===== config.mk =====
export PLATFORM = sky130hd
export DESIGN_NAME = mem_result_drain
export DESIGN_NICKNAME = d
export VERILOG_FILES = /design/src/rtl/mem_proc_pkg.sv /design/src/rtl/mem.sv /design/src/rtl/mem_result_drain.sv
export SDC_FILE = /design/constraint.sdc
export NUM_CORES = 1
export LEC_CHECK = 0
export ABC_AREA = 1
export ABC_CLOCK_PERIOD_IN_PS = 3300
export CORE_UTILIZATION = 45
export CTS_CLUSTER_SIZE = 28
export DETAILED_ROUTE_END_ITERATION = 7
export PLACE_DENSITY = 0.69
export SLEW_MARGIN = 20
export SYNTH_ARGS = -nofsm -noshare
export SYNTH_HDL_FRONTEND = slang
export SYNTH_SLANG_ARGS = --single-unit

===== constraint.sdc =====
create_clock -name clock -period 3.3 [get_ports clock]
set_clock_uncertainty 0.05 [all_clocks]
set_input_delay 0.66 -clock clock [delete_from_list [all_inputs] [get_ports clock]]
set_output_delay 0.66 -clock clock [all_outputs]
set_load 0.01 [all_outputs]

===== src/rtl/mem_proc_pkg.sv =====
// Shared definitions for memProcessing and its downstream result drain.
package mem_proc_pkg;

    localparam int DEF_NAWIDTH = 2;
    localparam int DEF_NDWIDTH = 8;

    typedef enum logic [1:0] {
        COLLECT = 2'b00,
        DRAIN   = 2'b01,
        DONE    = 2'b10
    } state_e;

endpackage


===== src/rtl/mem.sv =====
// Single-port result RAM: synchronous write, registered read (1-cycle latency).
module mem
    import mem_proc_pkg::*;
#(
    parameter int Nawidth = DEF_NAWIDTH,
    parameter int Ndwidth = DEF_NDWIDTH
) (
    input  logic               clock,
    input  logic               we,
    input  logic [Nawidth-1:0] addr,
    input  logic [Ndwidth-1:0] din,
    output logic [Ndwidth-1:0] dout
);

    logic [Ndwidth-1:0] ram_q [2**Nawidth];

    always_ff @(posedge clock) begin
        if (we) begin
            ram_q[addr] <= din;
        end
        dout <= ram_q[addr];
    end

endmodule


===== src/rtl/mem_result_drain.sv =====
// Snoops the result-memory writes, then on src_done streams the results out
// over valid/ready in address order with a running checksum.
module mem_result_drain
    import mem_proc_pkg::*;
#(
    parameter int Nawidth = DEF_NAWIDTH,
    parameter int Ndwidth = DEF_NDWIDTH
) (
    input  logic                       clock,
    input  logic                       Reset,
    input  logic                       Init,
    input  logic                       wr_en,
    input  logic [Nawidth-1:0]         wr_addr,
    input  logic [Ndwidth-1:0]         wr_data,
    input  logic                       src_done,
    output logic [Ndwidth-1:0]         out_data,
    output logic                       out_valid,
    input  logic                       out_ready,
    output logic                       out_last,
    output logic [Ndwidth+Nawidth-1:0] checksum,
    output logic                       drained,
    output logic                       wr_err,
    output logic [1:0]                 state_dbg
);

    // Handshake: a word moves on any edge where out_valid & out_ready are both
    // high; while out_valid is high and out_ready is low, out_data/out_last hold.
    localparam int                 DEPTH     = 2**Nawidth;
    localparam int                 CW        = Ndwidth + Nawidth;
    localparam logic [Nawidth-1:0] LAST_ADDR = Nawidth'(DEPTH - 1);

    state_e             state_q, state_d;
    logic [Nawidth-1:0] rd_ptr_q, rd_ptr_d;
    logic [DEPTH-1:0]   written_q, written_d;
    logic               out_valid_q, out_valid_d;
    logic               rd_written_q, rd_written_d;
    logic [CW-1:0]      checksum_q, checksum_d;
    logic               wr_err_q, wr_err_d;

    logic               restart;
    logic               xfer;
    logic               ram_we;
    logic [Nawidth-1:0] rd_addr;
    logic [Nawidth-1:0] ram_addr;
    logic [Ndwidth-1:0] ram_q;

    mem #(
        .Nawidth (Nawidth),
        .Ndwidth (Ndwidth)
    ) u_mem (
        .clock (clock),
        .we    (ram_we),
        .addr  (ram_addr),
        .din   (wr_data),
        .dout  (ram_q)
    );

    // Look-ahead read address keeps one word per cycle when the consumer is ready.
    always_comb begin
        restart      = Reset | Init;
        xfer         = out_valid_q & out_ready;
        rd_addr      = rd_ptr_q + Nawidth'(xfer);
        ram_we       = wr_en && (state_q == COLLECT);
        ram_addr     = (state_q == COLLECT) ? wr_addr : rd_addr;
        rd_written_d = written_q[ram_addr];
        out_data     = rd_written_q ? ram_q : '0;
    end

    always_comb begin
        state_d     = state_q;
        rd_ptr_d    = rd_ptr_q;
        written_d   = written_q;
        out_valid_d = 1'b0;
        checksum_d  = checksum_q;
        wr_err_d    = wr_err_q;
        case (state_q)
            COLLECT: begin
                if (wr_en) begin
                    written_d[wr_addr] = 1'b1;
                end
                if (src_done) begin
                    state_d = DRAIN;
                end
            end
            DRAIN: begin
                if (wr_en) begin
                    wr_err_d = 1'b1;
                end
                out_valid_d = 1'b1;
                if (xfer) begin
                    rd_ptr_d   = rd_addr;
                    checksum_d = checksum_q + CW'(out_data);
                    if (rd_ptr_q == LAST_ADDR) begin
                        state_d     = DONE;
                        out_valid_d = 1'b0;
                    end
                end
            end
            DONE: begin
                if (wr_en) begin
                    wr_err_d = 1'b1;
                end
            end
            default: begin
                state_d = COLLECT;
            end
        endcase
    end

    // RAM contents survive a restart; clearing the written mask hides them.
    always_ff @(posedge clock) begin
        if (restart) begin
            state_q      <= COLLECT;
            rd_ptr_q     <= '0;
            written_q    <= '0;
            out_valid_q  <= 1'b0;
            rd_written_q <= 1'b0;
            checksum_q   <= '0;
            wr_err_q     <= 1'b0;
        end else begin
            state_q      <= state_d;
            rd_ptr_q     <= rd_ptr_d;
            written_q    <= written_d;
            out_valid_q  <= out_valid_d;
            rd_written_q <= rd_written_d;
            checksum_q   <= checksum_d;
            wr_err_q     <= wr_err_d;
        end
    end

    assign out_valid = out_valid_q;
    assign out_last  = out_valid_q & (rd_ptr_q == LAST_ADDR);
    assign checksum  = checksum_q;
    assign drained   = (state_q == DONE);
    assign wr_err    = wr_err_q;
    assign state_dbg = state_q;

endmodule


==> impl_metrics.csv <==
group,metric,value,unit
synthesis,synth_area,2810,um^2
clock_tree,holdBufCountCts,0,
worst_setup_path,worstPathCellList,"clkdlybuf4s50_1, nand2_1, inv_1, ha_1, o21ai_2, inv_2, nand2_1, nor2_1",
finish,antenna_cells,0,
power,p_leak,1.58,nW
timing,max_freq,387,MHz
global_routing,grt_use_total,0.181,
timing,period_needed,2580,ps
outcome,status,"completed",
global_routing,grt_max_degree,20,
worst_setup_path,critPathKind,"primary input to register",
synthesis,synth_seq_cells,61,
synthesis,synth_ff_type,"edfxtp_1",
floorplan,fp.dieH,81.1,um
min_path,min_from,"u_mem.ram_q[3][2]",
synthesis,synth_nets,353,
synthesis,async_flop_share,0,
clock_tree,cts_setup_buffers,0,
worst_setup_path,endpoint,"u_mem.ram_q[1][2]",
timing,finalHoldViolCount,0,
synthesis,postSynthAreaPerCell,8.71,um^2
min_path,hold_class,"register to register",
run,drv_cap,0,
drt,antenna_left,0,
synthesis,synth-edff-count,32,
drt,routed_wl,5310,um
worst_setup_path,cp_num_buf_inv,3,
floorplan,num_io_pins,40,
power,ir_worst_vdd,0.000350,V
clock_tree,clk_latency,320,ps
worst_setup_path,ff2ff_path_depth,11,
timing,finalSetupTns,0,ps
timing,tightest_slew,841,ps
worst_setup_path,worst-r2r-setup-slack,1070,ps
clock_tree,cts_buffer_depth,2,
synthesis,yosys-top-cells-area,"edfxtp_1 34%, dfxtp_1 21%, nand2_1 15%",
global_routing,grt_overflow,0,
finish,fin_nets,401,
timing,holdWs,405,ps
floorplan,coreArea,5990,um^2
clock_tree,cts_resized,0,
worst_setup_path,rr_endpoint,"checksum[6]",
synthesis,synth_cell_type_count,28,
timing,rsz0062_at_grt,"no",
power,p_comb_frac,0.114,
power,power_frac_clock,0.359,
timing,drv_slew,0,
worst_setup_path,crit_path_start,"out_ready",
power,p_sw,0.000389,W
worst_setup_path,arrival,2480,ps
worst_setup_path,critPathCaptureType,"register",
power,swShare,0.237,
clock_tree,numCtsBuffers,9,
drt,routed_via_density,4.69,
drt,vias,2116,
clock_tree,htreeDepth,3,
synthesis,yosysMostFrequentCell,"nand2_1",
placed_design,port_buffers,39,
worst_setup_path,r2r-start,"rd_written_q",
drt,wl_per_cell,11.8,um
floorplan,die_w,81.1,um
synthesis,yosys_warnings,0,
timing,setup_violations,0,
floorplan,initial_core_util,0.470,
power,seqPwrFrac,0.527,
worst_setup_path,path_depth,8,
synthesis,synth_top_area_cell,"edfxtp_1",
drt,first_pass_iters,4,
clock_tree,cts_tree,"done",
drt,drc,0,
worst_setup_path,crit_fanout,12,
floorplan,rows,28,
global_routing,grt_pass1_vias,1897,
global_routing,antenna_found_initial,0,
finish,drive_above_1_share,0.0718,
synthesis,synthCells,323,
placed_design,dp_hpwl,3980,um
placed_design,gp_congestion,0.836,
synthesis,yosysTopAreaCellShare,0.341,
synthesis,synth.yosys.seq_area_share,0.548,
clock_tree,clk_pin_slew,70,ps
synthesis,synth_common_cells,"109 x nand2_1, 40 x inv_1, 32 x edfxtp_1",
floorplan,dieArea,6570,um^2
power,powerDensity,474,nW/um^2
finish,syn_to_final_growth,23.3,%
clock_tree,clock_sinks,61,
timing,max_slew_margin,0.437,
worst_setup_path,start_kind,"primary input",
drt,drt-initial-drc-count,79,
worst_setup_path,max_stage_delay,580,ps
global_routing,grt_pass1_wl,8630,um
clock_tree,clockRootBuffer,"clkbuf_8",
worst_setup_path,cp_slowest_cell,"nor2_1",
timing,period_share,0.782,
worst_setup_path,crit_path_frequent_cell,"nand2_1",
power,p_int,0.00125,W
worst_setup_path,cp.required,3200,ps
worst_setup_path,crit_family,"simple AND/OR/NAND/NOR gates",
==> through the flow <==
step / utilization / cell area [um^2] / std cells / power, W / worst slack [ps]
after floorplan: - / 2810 / 323 / 0.00101 / 1090
after detailed placement: 0.549 / 3290 / 435 / 0.00107 / 349
after global placement: 0.549 / 3290 / 435 / 0.00107 / 426
final: 0.579 / 3470 / 451 / 0.00164 / 718
after CTS: 0.579 / 3470 / 451 / 0.00166 / 683
after global routing: 0.579 / 3470 / 451 / 0.00173 / 544
==> cells by family (layout without fill, tap and decap cells) <==
family          count (synthesis)  after routing  share of synthesized area
xor+xnor                        4              4                     0.0125
compound gates                 29             29                     0.0609
flops                          61             61                      0.548
buf+inv                        49            102                     0.0720
simple gates                  166            166                      0.242
fa+ha+maj                      14             14                     0.0649
==> placed cells by master (no fill, tap or decap), types with 2 or more instances in the layout <==
| cell type | netlist | final |
|---|---|---|
| dfxtp_1 | 29 | 29 |
| edfxtp_1 | 32 | 32 |
| clkbuf_8 | 0 | 12 |
| inv_1 | 40 | 40 |
| o21ai_0 | 10 | 10 |
| clkbuf_1 | 1 | 2 |
| nand3_1 | 20 | 20 |
| nor2_1 | 28 | 28 |
| clkinv_1 | 1 | 2 |
| nand2_1 | 109 | 109 |
| buf_4 | 0 | 4 |
| a21oi_1 | 9 | 9 |
| xor2_1 | 3 | 3 |
| o21a_1 | 3 | 3 |
| nor2_2 | 4 | 4 |
| clkdlybuf4s50_1 | 0 | 39 |
| ha_1 | 13 | 13 |
| inv_2 | 2 | 2 |
| o21bai_1 | 4 | 4 |
==> flip-flops by register name, summed over array words and instances, names as in the netlist <==
signal        count
checksum         10
out_valid         1
rd_ptr_q          2
rd_written_q      1
state_dbg         2
u_mem.dout        8
u_mem.ram_q      32
wr_err            1
written_q         4
==> cell type report <==
type / instances / area, um^2
clock buffer: 14 / 173
sequential: 61 / 1540
timing repair buffer: 43 / 420
clock inverter: 2 / 8.76
inverter: 43 / 161
multi-input combinational: 213 / 1070
fill: 544 / 2520
tap: 75 / 93.8
==> power by group through the flow <==
| stage | logic (W) | registers, W | clock network [W] |
|---|---|---|---|
| after floorplan | 0.000130 | 0.000880 | 0 |
| final | 0.000188 | 0.000866 | 0.000590 |
| after global routing | 0.000217 | 0.000871 | 0.000640 |
| after detailed placement | 0.000191 | 0.000883 | 0 |
| after global placement | 0.000186 | 0.000881 | 0 |
| after CTS | 0.000191 | 0.000867 | 0.000606 |
==> worst min path at each step <==
| stage | end | slack, ps | cells past startpoint |
|---|---|---|---|
| final | u_mem.dout[2] | 410 | 2 |
| after global routing | u_mem.dout[1] | 440 | 2 |
| after CTS | u_mem.dout[2] | 410 | 2 |
| after detailed placement | u_mem.dout[2] | 390 | 2 |
| after global placement | u_mem.dout[2] | 390 | 2 |
| after floorplan | u_mem.dout[0] | 370 | 2 |
==> layer usage <==
metal  GRT usage  up-vias  routed length (um)
met4      0.0804        0                  83
met5           0        -                   0
met1       0.227      950                2550
met2       0.295       37                2500
met3      0.0438        6                 172
li1            -     1123                   -
==> tightest hold or removal path, stage by stage, from the launching register on <==
cell and delay (ps):
edfxtp_1 330, nand2_1 50, nand3_1 50
(Power assumes the default switching activity.)
